## src/rtl/ts_pkg.sv

```systemverilog
// Shared types and constants for the TS recorder sample-RAM sequencer:
// FSM encoding, sample/word geometry, grant identifiers and a slot extractor.
package ts_pkg;

  localparam int SAMPLE_W = 10;
  localparam int WORD_W   = 32;
  localparam int SLOTS    = 3;

  localparam logic GRANT_ID_READ  = 1'b0;
  localparam logic GRANT_ID_WRITE = 1'b1;

  typedef enum logic [1:0] {
    ST_IDLE    = 2'd0,
    ST_GRANT_W = 2'd1,
    ST_GRANT_R = 2'd2,
    ST_RD_CAP  = 2'd3
  } ts_state_e;

  // Sample k of a packed word lives at bits [10k+9:10k]; bits [31:30] carry nothing.
  function automatic logic [SAMPLE_W-1:0] slot_sample(input logic [WORD_W-1:0] word,
                                                      input logic [1:0]        idx);
    case (idx)
      2'd0:    slot_sample = word[9:0];
      2'd1:    slot_sample = word[19:10];
      default: slot_sample = word[29:20];
    endcase
  endfunction

endpackage

```

## src/rtl/ts_pack_arbiter_if.sv

```systemverilog
// Capture, readout, RAM-port and status signals of the sample-RAM sequencer.
interface ts_pack_arbiter_if #(
  parameter int ADDR_W = 5
);
  // Write side: a sample transfers on a cycle where WR_VALID && WR_READY are both high.
  // Read side: RD_REQ is a one-cycle request, ignored while RD_BUSY=1; each accepted
  // request ends in exactly one RD_VALID pulse or one UNDERRUN pulse.
  logic              WR_VALID;
  logic [9:0]        WR_DATA;
  logic              WR_READY;
  logic              RD_REQ;
  logic              RD_BUSY;
  logic              RD_VALID;
  logic [9:0]        RD_DATA;
  logic              UNDERRUN;
  logic              MEM_EN;
  logic              MEM_WE;
  logic [ADDR_W-1:0] MEM_ADDR;
  logic [31:0]       MEM_WDATA;
  logic [31:0]       MEM_RDATA;
  logic [ADDR_W:0]   WORD_COUNT;
  logic              FULL;
  logic              EMPTY;

  modport master (
    output WR_VALID, WR_DATA, RD_REQ, MEM_RDATA,
    input  WR_READY, RD_BUSY, RD_VALID, RD_DATA, UNDERRUN,
    input  MEM_EN, MEM_WE, MEM_ADDR, MEM_WDATA, WORD_COUNT, FULL, EMPTY
  );

  modport slave (
    input  WR_VALID, WR_DATA, RD_REQ, MEM_RDATA,
    output WR_READY, RD_BUSY, RD_VALID, RD_DATA, UNDERRUN,
    output MEM_EN, MEM_WE, MEM_ADDR, MEM_WDATA, WORD_COUNT, FULL, EMPTY
  );

endinterface

```

## src/rtl/ts_slot_packer.sv

```systemverilog
// Packs three 10-bit samples into one word and holds it as a pending commit
// until the arbiter has written it to RAM.
module ts_slot_packer
  import ts_pkg::*;
(
  input  logic                CLOCK,
  input  logic                RESET,
  input  logic                wr_valid,
  input  logic [SAMPLE_W-1:0] wr_data,
  input  logic                commit_done,
  output logic                wr_ready,
  output logic                commit_pend,
  output logic                commit_soon,
  output logic [WORD_W-1:0]   pack_word
);

  logic [3*SAMPLE_W-1:0] pack_q;
  logic [1:0]            slot_q;
  logic                  accept;

  assign wr_ready  = !commit_pend;
  assign accept    = wr_valid && wr_ready;
  // Lets the arbiter grant the commit in the cycle right after the third sample.
  assign commit_soon = commit_pend || (accept && slot_q == 2'd2);
  assign pack_word = {2'b00, pack_q};

  always_ff @(posedge CLOCK or posedge RESET) begin
    if (RESET) begin
      pack_q      <= '0;
      slot_q      <= 2'd0;
      commit_pend <= 1'b0;
    end else begin
      if (commit_done) commit_pend <= 1'b0;
      if (accept) begin
        case (slot_q)
          2'd0:    pack_q[9:0]   <= wr_data;
          2'd1:    pack_q[19:10] <= wr_data;
          default: pack_q[29:20] <= wr_data;
        endcase
        if (slot_q == 2'd2) begin
          slot_q      <= 2'd0;
          commit_pend <= 1'b1;
        end else begin
          slot_q <= slot_q + 2'd1;
        end
      end
    end
  end

endmodule

```

## src/rtl/ts_pack_arbiter.sv

```systemverilog
// Round-robin sequencer for the shared sample RAM: commits packed words,
// fetches words for readout, unpacks them and tracks word-level fill status.
module ts_pack_arbiter
  import ts_pkg::*;
#(
  parameter int DEPTH  = 32,
  parameter int ADDR_W = 5
) (
  input  logic               CLOCK,
  input  logic               RESET,
  ts_pack_arbiter_if.slave   bus,
  output ts_state_e          dbg_state
);

  localparam logic [ADDR_W:0] DEPTH_CNT = (ADDR_W+1)'(DEPTH);

  ts_state_e           state;
  logic                last_grant;
  logic [ADDR_W-1:0]   wr_ptr, rd_ptr;
  logic [ADDR_W:0]     word_count;
  logic [WORD_W-1:0]   unpack_word;
  logic [1:0]          unpack_slots;
  logic                rd_pend, rd_busy, rd_valid, underrun;
  logic [SAMPLE_W-1:0] rd_data;

  logic                commit_pend, commit_soon, wr_ready;
  logic [WORD_W-1:0]   pack_word;
  logic                full, req_ok, hit, need_fetch, no_data, cand_w, cand_r;

  ts_slot_packer u_packer (
    .CLOCK       (CLOCK),
    .RESET       (RESET),
    .wr_valid    (bus.WR_VALID),
    .wr_data     (bus.WR_DATA),
    .commit_done (state == ST_GRANT_W),
    .wr_ready    (wr_ready),
    .commit_pend (commit_pend),
    .commit_soon (commit_soon),
    .pack_word   (pack_word)
  );

  assign full       = (word_count == DEPTH_CNT);
  assign req_ok     = bus.RD_REQ && !rd_busy;
  assign hit        = req_ok && (unpack_slots != 2'd0);
  assign need_fetch = req_ok && (unpack_slots == 2'd0) && (word_count != '0);
  assign no_data    = req_ok && (unpack_slots == 2'd0) && (word_count == '0);
  assign cand_w     = commit_soon && !full;
  assign cand_r     = rd_pend || need_fetch;

  always_ff @(posedge CLOCK or posedge RESET) begin
    if (RESET) begin
      state        <= ST_IDLE;
      last_grant   <= GRANT_ID_READ;
      wr_ptr       <= '0;
      rd_ptr       <= '0;
      word_count   <= '0;
      unpack_word  <= '0;
      unpack_slots <= 2'd0;
      rd_pend      <= 1'b0;
      rd_busy      <= 1'b0;
      rd_valid     <= 1'b0;
      underrun     <= 1'b0;
      rd_data      <= '0;
    end else begin
      rd_valid <= 1'b0;
      underrun <= 1'b0;
      // Busy spans the request up to and including the RD_VALID cycle.
      if (hit || need_fetch) rd_busy <= 1'b1;
      else if (rd_valid)     rd_busy <= 1'b0;
      if (hit) begin
        rd_data      <= slot_sample(unpack_word, 2'(SLOTS) - unpack_slots);
        rd_valid     <= 1'b1;
        unpack_slots <= unpack_slots - 2'd1;
      end
      if (no_data)    underrun <= 1'b1;
      if (need_fetch) rd_pend  <= 1'b1;

      case (state)
        ST_IDLE: begin
          if (cand_w && (!cand_r || last_grant == GRANT_ID_READ)) begin
            state <= ST_GRANT_W;
          end else if (cand_r) begin
            state   <= ST_GRANT_R;
            rd_pend <= 1'b0;
          end
        end
        ST_GRANT_W: begin
          wr_ptr     <= wr_ptr + ADDR_W'(1);
          word_count <= word_count + (ADDR_W+1)'(1);
          last_grant <= GRANT_ID_WRITE;
          state      <= ST_IDLE;
        end
        ST_GRANT_R: begin
          rd_ptr     <= rd_ptr + ADDR_W'(1);
          word_count <= word_count - (ADDR_W+1)'(1);
          last_grant <= GRANT_ID_READ;
          state      <= ST_RD_CAP;
        end
        default: begin
          unpack_word  <= bus.MEM_RDATA;
          unpack_slots <= 2'(SLOTS - 1);
          rd_data      <= slot_sample(bus.MEM_RDATA, 2'd0);
          rd_valid     <= 1'b1;
          state        <= ST_IDLE;
        end
      endcase
    end
  end

  always_comb begin
    bus.MEM_EN    = 1'b0;
    bus.MEM_WE    = 1'b0;
    bus.MEM_ADDR  = '0;
    bus.MEM_WDATA = '0;
    case (state)
      ST_GRANT_W: begin
        bus.MEM_EN    = 1'b1;
        bus.MEM_WE    = 1'b1;
        bus.MEM_ADDR  = wr_ptr;
        bus.MEM_WDATA = pack_word;
      end
      ST_GRANT_R: begin
        bus.MEM_EN   = 1'b1;
        bus.MEM_ADDR = rd_ptr;
      end
      default: ;
    endcase
  end

  assign bus.WR_READY   = wr_ready;
  assign bus.RD_BUSY    = rd_busy;
  assign bus.RD_VALID   = rd_valid;
  assign bus.RD_DATA    = rd_data;
  assign bus.UNDERRUN   = underrun;
  assign bus.WORD_COUNT = word_count;
  assign bus.FULL       = full;
  assign bus.EMPTY      = (word_count == '0) && (unpack_slots == 2'd0);
  assign dbg_state      = state;

endmodule
```

## src/flat_wrapper.sv

```systemverilog
// flat-port wrapper written by rule: the top's interface ports become plain ports
module ts_pack_arbiter_flat import ts_pkg::*;
#(
  parameter int DEPTH  = 32,
  parameter int ADDR_W = 5
)
  (CLOCK, RESET, dbg_state, bus_WR_VALID, bus_WR_DATA, bus_RD_REQ, bus_MEM_RDATA, bus_WR_READY, bus_RD_BUSY, bus_RD_VALID, bus_RD_DATA, bus_UNDERRUN, bus_MEM_EN, bus_MEM_WE, bus_MEM_ADDR, bus_MEM_WDATA, bus_WORD_COUNT, bus_FULL, bus_EMPTY);
  ts_pack_arbiter_if #(.ADDR_W(ADDR_W)) bus_i ();
  input  logic CLOCK;
  input  logic RESET;
  output ts_state_e dbg_state;
  input wire logic [$bits(bus_i.WR_VALID)-1:0] bus_WR_VALID;
  input wire logic [$bits(bus_i.WR_DATA)-1:0] bus_WR_DATA;
  input wire logic [$bits(bus_i.RD_REQ)-1:0] bus_RD_REQ;
  input wire logic [$bits(bus_i.MEM_RDATA)-1:0] bus_MEM_RDATA;
  output wire logic [$bits(bus_i.WR_READY)-1:0] bus_WR_READY;
  output wire logic [$bits(bus_i.RD_BUSY)-1:0] bus_RD_BUSY;
  output wire logic [$bits(bus_i.RD_VALID)-1:0] bus_RD_VALID;
  output wire logic [$bits(bus_i.RD_DATA)-1:0] bus_RD_DATA;
  output wire logic [$bits(bus_i.UNDERRUN)-1:0] bus_UNDERRUN;
  output wire logic [$bits(bus_i.MEM_EN)-1:0] bus_MEM_EN;
  output wire logic [$bits(bus_i.MEM_WE)-1:0] bus_MEM_WE;
  output wire logic [$bits(bus_i.MEM_ADDR)-1:0] bus_MEM_ADDR;
  output wire logic [$bits(bus_i.MEM_WDATA)-1:0] bus_MEM_WDATA;
  output wire logic [$bits(bus_i.WORD_COUNT)-1:0] bus_WORD_COUNT;
  output wire logic [$bits(bus_i.FULL)-1:0] bus_FULL;
  output wire logic [$bits(bus_i.EMPTY)-1:0] bus_EMPTY;
  assign bus_i.WR_VALID = bus_WR_VALID;
  assign bus_i.WR_DATA = bus_WR_DATA;
  assign bus_i.RD_REQ = bus_RD_REQ;
  assign bus_i.MEM_RDATA = bus_MEM_RDATA;
  assign bus_WR_READY = bus_i.WR_READY;
  assign bus_RD_BUSY = bus_i.RD_BUSY;
  assign bus_RD_VALID = bus_i.RD_VALID;
  assign bus_RD_DATA = bus_i.RD_DATA;
  assign bus_UNDERRUN = bus_i.UNDERRUN;
  assign bus_MEM_EN = bus_i.MEM_EN;
  assign bus_MEM_WE = bus_i.MEM_WE;
  assign bus_MEM_ADDR = bus_i.MEM_ADDR;
  assign bus_MEM_WDATA = bus_i.MEM_WDATA;
  assign bus_WORD_COUNT = bus_i.WORD_COUNT;
  assign bus_FULL = bus_i.FULL;
  assign bus_EMPTY = bus_i.EMPTY;
  ts_pack_arbiter #(.DEPTH(DEPTH), .ADDR_W(ADDR_W)) u_core (.CLOCK(CLOCK), .RESET(RESET), .bus(bus_i), .dbg_state(dbg_state));
endmodule
```

## config.mk

```make
export PLATFORM = sky130hd
export DESIGN_NAME = ts_pack_arbiter_flat
export DESIGN_NICKNAME = d
export VERILOG_FILES = /design/src/rtl/ts_pkg.sv /design/src/rtl/ts_pack_arbiter_if.sv /design/src/rtl/ts_slot_packer.sv /design/src/rtl/ts_pack_arbiter.sv /design/src/flat_wrapper.sv
export SDC_FILE = /design/constraint.sdc
export NUM_CORES = 1
export LEC_CHECK = 0
export ABC_AREA = 0
export BUFFER_PORTS_ARGS = -buffer_cell sky130_fd_sc_hd__buf_2
export CORE_MARGIN = 4
export CORE_UTILIZATION = 45
export CTS_CLUSTER_SIZE = 28
export DETAILED_ROUTE_END_ITERATION = 16
export MAX_ROUTING_LAYER = met4
export PLACE_DENSITY = 0.78
export SYNTH_ARGS = -nofsm -noshare
export SYNTH_HDL_FRONTEND = slang
export SYNTH_SLANG_ARGS = --single-unit
```

## constraint.sdc

```tcl
create_clock -name CLOCK -period 9.95 [get_ports CLOCK]
set_input_delay 2.985 -clock CLOCK [delete_from_list [all_inputs] [get_ports CLOCK]]
set_output_delay 2.985 -clock CLOCK [all_outputs]
set_load 0.1 [all_outputs]
```

Word-level counts from Yosys, hierarchy flattened
Index checks and enable logic that the tools add are counted.
{"block": "word_totals", "reg_bits": 98, "in_bits": 46, "output_inout_bits": 63}
{"block": "op_classes", "add_sub_neg": 7, "eq_ne": 8, "n_mux": 27, "n_bitwise": 2, "n_reduce_logical": 33}
{"op": "30-bit two-way mux", "n": 1}
{"op": "10-bit two-way mux", "n": 2}
{"op": "10-bit one-hot mux with 2 select lines", "n": 1}
{"op": "1-bit two-way mux", "n": 14}
{"op": "6-bit one-hot mux with 2 select lines", "n": 1}
{"op": "5-bit by 1-bit adder with 5-bit output (second input constant)", "n": 2}
{"op": "1-bit logical AND", "n": 10}
{"op": "2-bit two-way mux", "n": 5}
{"op": "5-bit one-hot mux with 2 select lines", "n": 1}
{"op": "2-bit zero test", "n": 4}
{"op": "6-bit by 1-bit adder with 6-bit output (second input constant)", "n": 1}
{"op": "2-bit by 1-bit == test with 1-bit output (second input constant)", "n": 3}
{"op": "6-bit == test (second input constant)", "n": 1}
{"op": "6-bit zero test", "n": 1}
{"op": "2-bit AND reduction", "n": 3}
{"op": "2-bit nonzero test", "n": 3}
{"op": "6-bit nonzero test", "n": 1}
{"op": "6-bit by 1-bit subtractor with 6-bit output (second input constant)", "n": 1}
{"op": "2-bit == test (second input constant)", "n": 2}
{"op": "1-bit zero test", "n": 4}
{"op": "1-bit logical OR", "n": 4}
{"op": "2-bit one-hot mux with 2 select lines", "n": 1}
{"op": "2-bit OR reduction", "n": 2}
{"op": "3-bit by 1-bit inequality test with 1-bit output (second input constant)", "n": 1}
{"op": "7 further kinds", "n": 8}

Longest topological paths before layout
Gate-level depths: netlist of the first run.
{"block": "logic_depth", "depth_word": 10, "mapped_depth": 10, "ltp_nobuf": 8}

Cells and area by module
Synthesis of the first run repeated with hierarchy kept, for this count alone.
{"block": "unflattened", "hier_cells": 390, "hier_area_um2": 4649.5}
{"module": "ts_pack_arbiter", "n_inst": 1, "cells_each": 309, "area_per_inst_um2": 3330.7, "seq_area_each_um2": 1626.6}
{"module": "ts_slot_packer", "n_inst": 1, "cells_each": 81, "area_per_inst_um2": 1318.8, "seq_area_each_um2": 825.8}

Worst setup path before layout of the first run
No wires, ideal clock.
{"block": "synth_timing", "path_kind": "register -> output", "startpoint": "reg u_core.state[0], in the netlist u_core.dbg_state[0]", "endpoint": "out bus_MEM_ADDR[0]", "t_arrival_ns": 3.987, "t_required_ns": 6.965, "slack_ns": 2.978, "stages_incl_launch_ff": 6, "path_buffers": 1, "path_cell_list": "dfrtp_1 inv_1 ha_1 clkbuf_1 clkinv_1 nor2_1"}
{"block": "synth_via", "elab_chain_len": 2}
{"element": "start, declared", "line_no": "ts_pack_arbiter.sv:17", "source": "ts_state_e state;"}
{"element": "start signal, assigned", "line_no": "ts_pack_arbiter.sv:52", "source": "state <= ST_IDLE;"}
{"element": "start signal, assigned", "line_no": "ts_pack_arbiter.sv:81", "source": "state <= ST_GRANT_W;"}
{"element": "start signal, assigned", "line_no": "ts_pack_arbiter.sv:83", "source": "state <= ST_GRANT_R;"}
{"element": "2-bit == test / 2-bit by 1-bit == test with 1-bit output (equally long branches)", "line_no": "ts_pack_arbiter.sv:115", "source": "case (state)"}
{"element": "5-bit one-hot mux with 2 select lines *", "line_no": "ts_pack_arbiter.sv:115"}
{"element": "end, declared", "line_no": "flat_wrapper.sv:23", "source": "output wire logic [$bits(bus_i.MEM_ADDR)-1:0] bus_MEM_ADDR;"}
Mark *: on every way between the ends. The rest lies on a longest branch, timed or not.

Final worst setup path of the first run
{"block": "layout_timing", "startpoint": "reg u_core.state[1], in the netlist u_core.dbg_state[1]", "endpoint": "out bus_MEM_ADDR[4]"}
The elaborated chain is that of the path after synthesis.

==> results_dict.tcl, run 1 <==
set metrics [dict create \
    status "finished clean" \
    syn_to_final_growth_pct 18.72 \
    io_buffers 104 \
    drcViolationCount 0 \
    numCtsBuffers 9 \
    dp_hpwl_um 6833 \
    cts_setup_buffers 0 \
    worstRegToRegCells 7 \
    wl_per_cell_um 15.61 \
    netlist_instances 386 \
    cts_htree_levels 3 \
    yosys_warnings 0 \
    syn_area_um2 4571 \
    cp-startpoint "u_core.dbg_state[1]$_DFFE_PP0P_" \
    critPathMaxFanout 42 \
    placed_area_um2 5200 \
    dr_total_vias 3212 \
    drv_slew 0 \
    cts_max_path_buffers 2 \
    fin_area_um2 5426 \
    grt_overflow 0 \
    holdPathEnd "u_core.bus.RD_BUSY$_DFFE_PP0P_" \
    end_kind "output pin" \
    finalCriticalPeriod_ps 5606 \
    fmax_mhz 178.4 \
    synth.avg_cell_area_um2 11.84 \
    clk_pin_slew_ps 90 \
    yosysTopAreaCellShare_pct 53.65 \
    dr.pass1.iters 4 \
    gp_congestion 0.8161 \
    worstSetupStartpointType "register" \
    rsz0062_at_grt "false" \
    hold_depth 1 \
    die_h_um 108.8 \
    synth_largest_area_cell "dfrtp_1" \
    nNetsFinal 544 \
    clock_skew_ps 4.212 \
    initial_core_util_pct 46.55 \
    setup_viol 0 \
    arrival_ps 2620 \
    ys_seq_elements 98 \
    tightest_slew_ps 1196 \
    maxSlewHeadroom_pct 20.29 \
    core_um2 9819 \
    cp.required_ps 6970 \
    routed_via_density 5.172 \
    synthArstFlopShare_pct 100.0 \
    fin_util_pct 55.26 \
    insertion_delay_ps 360 \
    wl_um 9694 \
    ctsRootBufferMaster "clkbuf_8" \
    rows 36 \
    synth_area_leaders "dfrtp_1 (54%), mux2_2 (13%), and2_1 (4.1%)" \
    max_cap_viol_count 0 \
    gr-usage-all-layers_pct 17.45 \
    layout.cells.non_filler 621 \
    r2r-end "u_core.bus.WORD_COUNT[5]$_DFFE_PP0P_" \
    grt_max_degree 54 \
    synth-main-ff-cell "dfrtp_1" \
    die_w_um 108.8 \
    cts_tree "built" \
    synth_seq_area_share_pct 53.65 \
    ff2ff_setup_slack_ps 7440 \
    antenna_cells 0 \
    cts-resized-gates 0 \
    drtIter0Drc 70 \
    place_inst 606 \
    fill_cells 897 \
    cts.sinks 98 \
    hold_viol 0 \
    first_global_vias 3232 \
    synth-edff-count 0 \
    min_path_type "register to register" \
    synth_cell_type_count 47 \
    die_area_um2 11830 \
    worstReg2RegStart "u_core.dbg_state[0]$_DFFE_PP0P_" \
    fin_setup_tns_ps 0 \
    drive_gt1_share_pct 37.50 \
    io-pin-count 109 \
    finalCritPeriodShare_pct 56.34 \
    holdBufCountCts 0 \
    grt_pass1_wl_um 15660 \
    hold_path.startpoint "u_core.bus.RD_VALID$_DFF_PP0_" \
    critPathKind "register to output pin" \
    ant_nets 0 \
    antenna_found_initial 0 \
]
==> metrics by stage <==
| stage | setup slack, ps | hold WS, ps |
|---|---|---|
| after floorplan | 2978 | 446.4 |
| after global placement | 4757 | 449.1 |
| after detailed placement | 4705 | 442.2 |
| after CTS | 4256 | 454.5 |
| after global routing | 4073 | 470.1 |
| final | 4344 | 458.1 |
==> synth_stat cells (2+ instances only) <==
master and n:
a22oi_1 5, buf_4 2, nand2_1 16, mux2i_1 2
nor3_1 4, buf_2 2, or2_2 2, nand2b_1 2
dfrtp_1 98, nand4_1 5, a21o_1 4, ha_1 13
o22ai_1 2, o21a_1 2, inv_1 22, xor2_1 3
nor2_1 23, xnor2_1 9, and2_1 30, clkbuf_1 16
nand3b_1 2, a22o_1 10, o21ai_0 13, and3b_1 2
nor3b_1 2, mux2_2 53, a211oi_1 12, o31ai_1 11
==> metal layers <==
metal	part of all wire, %	vias up	track usage [%]
li1	-	1540	-
met1	44	1580	21.50
met2	49	76	27.67
met5	0	-	-
met4	2.2	0	8.206
met3	4.5	16	3.552
==> critical path, cell delays in order, from the launching register on <==
cell and delay [ps]:
dfrtp_1 420, inv_1 110, ha_1 960, a22oi_1 210, nor2_1 120, buf_2 430
==> flip-flops by register name, summed over array words and instances (netlist names) <==
name / count
u_core.wr_ptr: 5
u_core.bus.UNDERRUN: 1
u_core.bus.RD_BUSY: 1
u_core.unpack_slots: 2
u_core.bus.WORD_COUNT: 6
u_core.rd_pend: 1
u_core.dbg_state: 2
u_core.unpack_word: 30
u_core.u_packer.pack_q: 30
u_core.u_packer.commit_pend: 1
u_core.u_packer.slot_q: 2
u_core.rd_ptr: 5
u_core.bus.RD_DATA: 10
u_core.bus.RD_VALID: 1
u_core.last_grant: 1
==> how the worst max path moves through the flow <==
stage,slack [ps],endpoint
floorplan,2980,bus_MEM_ADDR[0]
global placement,4760,bus_MEM_ADDR[4]
detailed placement,4700,bus_MEM_ADDR[4]
CTS,4260,bus_MEM_ADDR[4]
global route,4070,bus_MEM_ADDR[4]
finish,4340,bus_MEM_ADDR[4]
==> cells by family (layout without fill, tap and decap cells) <==
group                    Yosys count  after routing  share of synthesized area, %
flip-flops                        98             98                         53.65
AND/OR/NAND/NOR                   95             95                         11.31
AO/OA/AOI/OAI                     67             67                         11.33
multiplexers                      55             55                         13.50
buffers and inverters             44            145                         3.832
adder cells (fa/ha/maj)           14             14                         3.997
XOR/XNOR                          12             12                         2.300
other                              1              2                       0.08205
==> cells in the final DEF, fill, tap and decap left out, drive strengths merged, types with 2 or more instances in the layout <==
cell / synthesis / routed
buf: 5 / 107
a22o: 10 / 10
mux2i: 2 / 2
o21a: 2 / 2
nor3: 4 / 4
xnor2: 9 / 9
a21o: 4 / 4
or2: 2 / 2
nand3b: 2 / 2
ha: 13 / 13
o31ai: 11 / 11
nand2b: 2 / 2
xor2: 3 / 3
dfrtp: 98 / 98
nand4: 5 / 5
clkbuf: 16 / 11
o22ai: 2 / 2
nand2: 16 / 16
and3b: 2 / 2
bufinv: 0 / 2
nor2: 23 / 23
a211oi: 12 / 12
clkinvlp: 0 / 2
nor3b: 2 / 2
conb: 1 / 2
and2: 30 / 30
a22oi: 5 / 5
inv: 22 / 22
mux2: 53 / 53
o21ai: 13 / 13
==> final cells by class <==
type,instances,area (µm²),share of cell area [%]
Clock buffer,11,151.4,2.790
Clock inverter,4,75.07,1.383
Multi-Input combinational cell,245,1949,35.92
Timing Repair Buffer,107,543.0,10.01
Sequential cell,98,2452,45.19
Inverter,23,88.84,1.637
Tap cell,133,166.4,3.067
Power of run 1 is left out: the tool's default activity adds up to more than one toggle a clock period on the data nets, which glitch-free logic cannot reach.
==> run 2, diff against run 1 <==
--- a/config.mk
+++ b/config.mk
@@ -5,7 +5,7 @@
 export SDC_FILE = /design/constraint.sdc
 export NUM_CORES = 1
 export LEC_CHECK = 0
-export ABC_AREA = 0
+export ABC_AREA = 1
 export BUFFER_PORTS_ARGS = -buffer_cell sky130_fd_sc_hd__buf_2
 export CORE_MARGIN = 4
 export CORE_UTILIZATION = 45
==> constraint.sdc (replaced) <==
create_clock -name CLOCK -period 5.7 [get_ports CLOCK]
set_input_delay 1.71 -clock CLOCK [delete_from_list [all_inputs] [get_ports CLOCK]]
set_output_delay 1.71 -clock CLOCK [all_outputs]
set_load 0.1 [all_outputs]
==> run 2 against run 1 <==
  * Via count increased by 17%
  * Worst setup slack got worse by 2600 ps
  * Register-to-register slack worse by 4200 ps
  * Critical endpoint unchanged
  * Highest routed layer unchanged
  * Area after synthesis is 1.2% higher
  * Largest cell class unchanged
  * Global-route usage grew 0.19 points
  * Non-clock buffer count is 1 lower
==> results_dict.tcl, run 2 <==
set metrics [dict create \
    gr-usage-all-layers_pct 17.64 \
    drtIter0Drc 197 \
    worstSetupStartpointType "register" \
    status "finished clean" \
    synth-main-ff-cell "dfrtp_1" \
    synth-edff-count 0 \
    ff2ff_setup_slack_ps 3230 \
    syn_to_final_growth_pct 16.68 \
    cts.sinks 98 \
    cts_tree "built" \
    dr_total_vias 3745 \
    critPathKind "register to output pin" \
    min_path_type "register to register" \
    worstReg2RegStart "u_core.dbg_state[0]$_DFFE_PP0P_" \
    die_w_um 109.4 \
    dp_hpwl_um 7252 \
    grt_overflow 0 \
    r2r-end "u_core.bus.WORD_COUNT[4]$_DFFE_PP0P_" \
    final_cell_mix "nand2_1 (124), buf_2 (104), dfrtp_1 (98)" \
    numCtsBuffers 9 \
    synthArstFlopShare_pct 100.0 \
    fill_cells 922 \
    slowest_stage "ha_1" \
    setup_viol 0 \
    core_um2 9910 \
    cp.required_ps 3990 \
    synth_cell_type_count 31 \
    cts_htree_levels 3 \
    synth_top_cells_by_count "nand2_1 (124), dfrtp_1 (98), inv_1 (98)" \
    cts-resized-gates 0 \
    synth_area_leaders "dfrtp_1 (53%), nand2_1 (10%), o21ai_0 (9.1%)" \
    fin_area_um2 5399 \
    synth.avg_cell_area_um2 8.490 \
    rsz0062_at_grt "false" \
    fmax_mhz 250.6 \
    hold_path.startpoint "u_core.bus.RD_VALID$_DFF_PP0_" \
    antenna_cells 0 \
    holdBufCountCts 0 \
    cts_setup_buffers 0 \
    cts_max_path_buffers 2 \
    io-pin-count 109 \
    io_buffers 104 \
    insertion_delay_ps 360 \
    finalCriticalPeriod_ps 3991 \
    tightest_slew_ps 944.1 \
    wl_um 9947 \
    nNetsFinal 696 \
    gp_congestion 0.7992 \
    routed_via_density 4.845 \
    rows 36 \
    holdPathEnd "u_core.bus.RD_BUSY$_DFFE_PP0P_" \
    syn_area_um2 4627 \
    final_common_cell "nand2_1" \
    ys_seq_elements 98 \
    antenna_found_initial 0 \
    worstRegToRegCells 9 \
    first_global_vias 3624 \
    yosysMostFrequentCell "nand2_1" \
    grt_pass1_wl_um 16530 \
    drcViolationCount 0 \
    grt_max_degree 62 \
    drv_slew 0 \
    crit_chain "inv_1 -> ha_1 -> nand2_1 -> o21ai_0 -> buf_2" \
    synth_largest_area_cell "dfrtp_1" \
    clk_pin_slew_ps 90 \
    dr.pass1.iters 5 \
    wl_per_cell_um 12.87 \
    maxSlewHeadroom_pct 37.06 \
    die_area_um2 11970 \
    placed_area_um2 5209 \
    hold_viol 0 \
    initial_core_util_pct 46.69 \
    multiInputGateArea_um2 1665 \
    critPathMaxFanout 16 \
    arrival_ps 2280 \
    die_h_um 109.4 \
    yosysTopAreaCellShare_pct 53.00 \
    yosys_warnings 0 \
    clock_skew_ps 8.369 \
    ant_nets 0 \
    ctsRootBufferMaster "clkbuf_8" \
    max_cap_viol_count 0 \
    hold_depth 1 \
    synth_seq_area_share_pct 53.00 \
    end_kind "output pin" \
    finalCritPeriodShare_pct 70.01 \
    netlist_instances 545 \
    seq_area_um2 2452 \
    drive_gt1_share_pct 21.88 \
    slowest_delay_ps 560 \
    fin_util_pct 54.48 \
]
[run 2: changes by cell type in the layout (fill, tap and decap cells not counted), moves of 11 or more]
cell and change:
inv_1 +76, and2_1 -30, o31ai_1 -11, mux2_2 -52, o21ai_0 +71, a211oi_1 -12
nand2_1 +108
[run 2: per-stage QoR]
stage          setup slack, ps  cells  hold WS (ps)  setup TNS, ps
6_report                  1709    773         465.4              0
5_1_grt                   1551    773         467.5              0
4_1_cts                   1689    773         462.7              0
3_5_place_dp              2098    758         454.8              0
3_3_place_gp              2175    758         436.3              0
2_1_floorplan           -523.1    546         446.3          -1046
[run 2: cells by family after synthesis]
family                   after synthesis  synth area share (%)
flip-flops                            98                 53.00
adder cells (fa/ha/maj)               14                 3.948
other                                  1               0.08105
multiplexers                           1                0.2434
XOR/XNOR                              13                 2.461
buffers and inverters                130                 11.38
AND/OR/NAND/NOR                      172                 15.39
AO/OA/AOI/OAI                        116                 13.49
[run 2: final cells by class]
class / instances / area share (%)
clock buffer: 9 / 2.294
multi-input combinational: 318 / 30.85
clock inverter: 6 / 1.228
tap: 133 / 3.082
timing repair buffer: 106 / 9.919
inverter: 103 / 7.207
sequential: 98 / 45.42
[run 2: worst max-delay path by stage]
stage / from / endpoint / slack [ps] / cells past startpoint
after floorplan: u_core.dbg_state[0]$_DFFE_PP0P_ / bus_MEM_ADDR[1] / -520 / 5
after global placement: u_core.dbg_state[0]$_DFFE_PP0P_ / bus_MEM_ADDR[1] / 2180 / 5
after detailed placement: u_core.dbg_state[0]$_DFFE_PP0P_ / bus_MEM_ADDR[1] / 2100 / 5
after CTS: u_core.dbg_state[0]$_DFFE_PP0P_ / bus_MEM_ADDR[1] / 1690 / 5
after global routing: u_core.dbg_state[0]$_DFFE_PP0P_ / bus_MEM_ADDR[1] / 1550 / 5
final: u_core.dbg_state[0]$_DFFE_PP0P_ / bus_MEM_ADDR[4] / 1710 / 5
[run 2: worst max-delay path: cells and delay by family (launching register included)]
| kind | cells | cell delay [ps] |
|---|---|---|
| flip-flops | 1 | 450 |
| adder cells (fa/ha/maj) | 1 | 560 |
| AND/OR/NAND/NOR | 1 | 170 |
| AO/OA/AOI/OAI | 1 | 180 |
| buffers and inverters | 2 | 570 |
[run 2: routing by layer]
| layer | up-vias | track usage (%) | part of all wire (%) |
|---|---|---|---|
| met1 | 1768 | 23.02 | 46 |
| met5 | - | - | 0 |
| met3 | 11 | 2.819 | 5.6 |
| li1 | 1867 | - | - |
| met4 | 0 | 6.322 | 1.1 |
| met2 | 99 | 28.03 | 47 |
Power of run 2 is left out for the same reason.
==> run 3, diff against run 2 <==
--- a/config.mk
+++ b/config.mk
@@ -12,7 +12,7 @@
 export CTS_CLUSTER_SIZE = 28
 export DETAILED_ROUTE_END_ITERATION = 16
 export MAX_ROUTING_LAYER = met4
-export PLACE_DENSITY = 0.78
+export PLACE_DENSITY = 0.8
 export SYNTH_ARGS = -nofsm -noshare
 export SYNTH_HDL_FRONTEND = slang
 export SYNTH_SLANG_ARGS = --single-unit
==> constraint.sdc (replaced) <==
create_clock -name CLOCK -period 3.5 [get_ports CLOCK]
set_input_delay 1.05 -clock CLOCK [delete_from_list [all_inputs] [get_ports CLOCK]]
set_output_delay 1.05 -clock CLOCK [all_outputs]
set_load 0.1 [all_outputs]
==> run 3 against run 2 <==
  * First-iteration DRC count increased by 15%
  * Worst hold slack improved by 2.3 ps
  * Die area unchanged
  * Sequential cell count unchanged
  * Routed wire length increased by 3.6%
  * Cell count increased by 0.78%
  * Clock skew decreased by 0.66 ps
==> results_dict.tcl, run 3 (synthesized netlist as in run 2, its figures left out) <==
set metrics [dict create \
    min_path_type "register to register" \
    wl_um 10310 \
    cp-startpoint "u_core.dbg_state[1]$_DFFE_PP0P_" \
    syn_to_final_growth_pct 19.50 \
    cp.required_ps 2450 \
    first_global_vias 3734 \
    finalCritPeriodShare_pct 94.61 \
    crit_chain "inv_1 -> ha_2 -> buf_4 -> nand2_1 -> clkinvlp_4 -> buf_2" \
    io-pin-count 109 \
    wl_per_cell_um 13.23 \
    tightest_slew_ps 855.7 \
    gr-usage-all-layers_pct 18.44 \
    core_um2 9910 \
    antenna_found_initial 2 \
    io_buffers 104 \
    cts_max_path_buffers 2 \
    die_area_um2 11970 \
    fin_setup_tns_ps 0 \
    gp_congestion 0.8469 \
    fmax_mhz 302.0 \
    seq_area_um2 2455 \
    drive_gt1_share_pct 24.84 \
    worstSetupStartpointType "register" \
    cts_tree "built" \
    ctsRootBufferMaster "clkbuf_8" \
    arrival_ps 2260 \
    slowest_stage "dfrtp_2" \
    clk_pin_slew_ps 90 \
    rows 36 \
    drcViolationCount 0 \
    hold_viol 0 \
    status "finished clean" \
    clock_skew_ps 7.705 \
    grt_overflow 0 \
    holdBufCountCts 0 \
    cp_num_buf_inv 4 \
    crit_family "buffers and inverters" \
    max_cap_viol_count 0 \
    routed_via_density 4.935 \
    end_kind "output pin" \
    cts.sinks 98 \
    worstReg2RegStart "u_core.dbg_state[0]$_DFFE_PP0P_" \
    setup_viol 0 \
    rsz0062_at_grt "false" \
    ant_nets 0 \
    die_w_um 109.4 \
    finalCriticalPeriod_ps 3311 \
    initial_core_util_pct 46.69 \
    hold_path.startpoint "u_core.bus.RD_VALID$_DFF_PP0_" \
    slowest_delay_ps 450 \
    cts-resized-gates 0 \
    dp_hpwl_um 7635 \
    die_h_um 109.4 \
    drtIter0Drc 227 \
    grt_pass1_wl_um 17220 \
    maxSlewHeadroom_pct 42.83 \
    numCtsBuffers 9 \
    dr_total_vias 3844 \
    final_common_cell "nand2_1" \
    dr.pass1.iters 5 \
    nNetsFinal 699 \
    drv_slew 0 \
    multiInputGateArea_um2 1725 \
    grt_max_degree 61 \
    insertion_delay_ps 350 \
    critPathKind "register to output pin" \
    fill_cells 911 \
    critPathMaxFanout 32 \
    final_cell_mix "nand2_1 (124), buf_2 (104), dfrtp_1 (96)" \
    cts_htree_levels 3 \
    cts_setup_buffers 0 \
]
run 3: changes by cell type in the layout (fill, tap and decap cells not counted), sizes merged:
| cell | previous run | this run |
|---|---|---|
| buf | 106 | 109 |
| bufinv | 1 | 0 |
| clkbuf | 9 | 10 |
| clkinv | 5 | 6 |
| clkinvlp | 0 | 11 |
| diode | 0 | 2 |
| inv | 103 | 92 |
run 3: worst paths after layout:
path	cells after the start	end	slack [ps]
max in group asynchronous	3	u_core.bus.RD_DATA[8]$_DFFE_PP0P_	1900
max reg2reg	9	u_core.bus.WORD_COUNT[4]$_DFFE_PP0P_	1240
max	6	bus_MEM_WDATA[28]	190
min in group asynchronous	2	u_core.unpack_word[15]$_DFFE_PP0P_	850
min	1	u_core.bus.RD_BUSY$_DFFE_PP0P_	470
min reg2reg	1	u_core.bus.RD_BUSY$_DFFE_PP0P_	470
run 3: cell type report:
class | instances | area share, %
antenna | 2 | 0.09052
clock buffer | 10 | 2.489
clock inverter | 6 | 0.7468
inverter | 103 | 7.739
multi-input combinational | 318 | 31.21
sequential | 98 | 44.40
tap | 133 | 3.010
timing repair buffer | 109 | 10.32
run 3: metal layers:
metal / up-vias / global-route usage (%) / wire (µm)
met1: 1815 / 23.52 / 4520
met2: 136 / 29.51 / 4910
met3: 11 / 4.228 / 754
met5: - / - / 0
li1: 1882 / - / -
met4: 0 / 5.521 / 122
run 3: through the flow:
| step | cell area, µm² | setup slack (ps) | hold slack, ps | utilization (%) | cells |
|---|---|---|---|---|---|
| 6_report | 5529 | 188.7 | 467.7 | 55.80 | 779 |
| 5_1_grt | 5529 | 13.83 | 485.9 | 55.80 | 779 |
| 4_1_cts | 5524 | 156.6 | 465.4 | 55.74 | 777 |
| 3_5_place_dp | 5345 | 564.9 | 451.9 | 53.94 | 761 |
| 3_3_place_gp | 5345 | 612.7 | 438.6 | 53.94 | 761 |
| 2_1_floorplan | 4746 | 25.30 | 446.3 | - | 546 |
Power of run 3 is left out for the same reason.
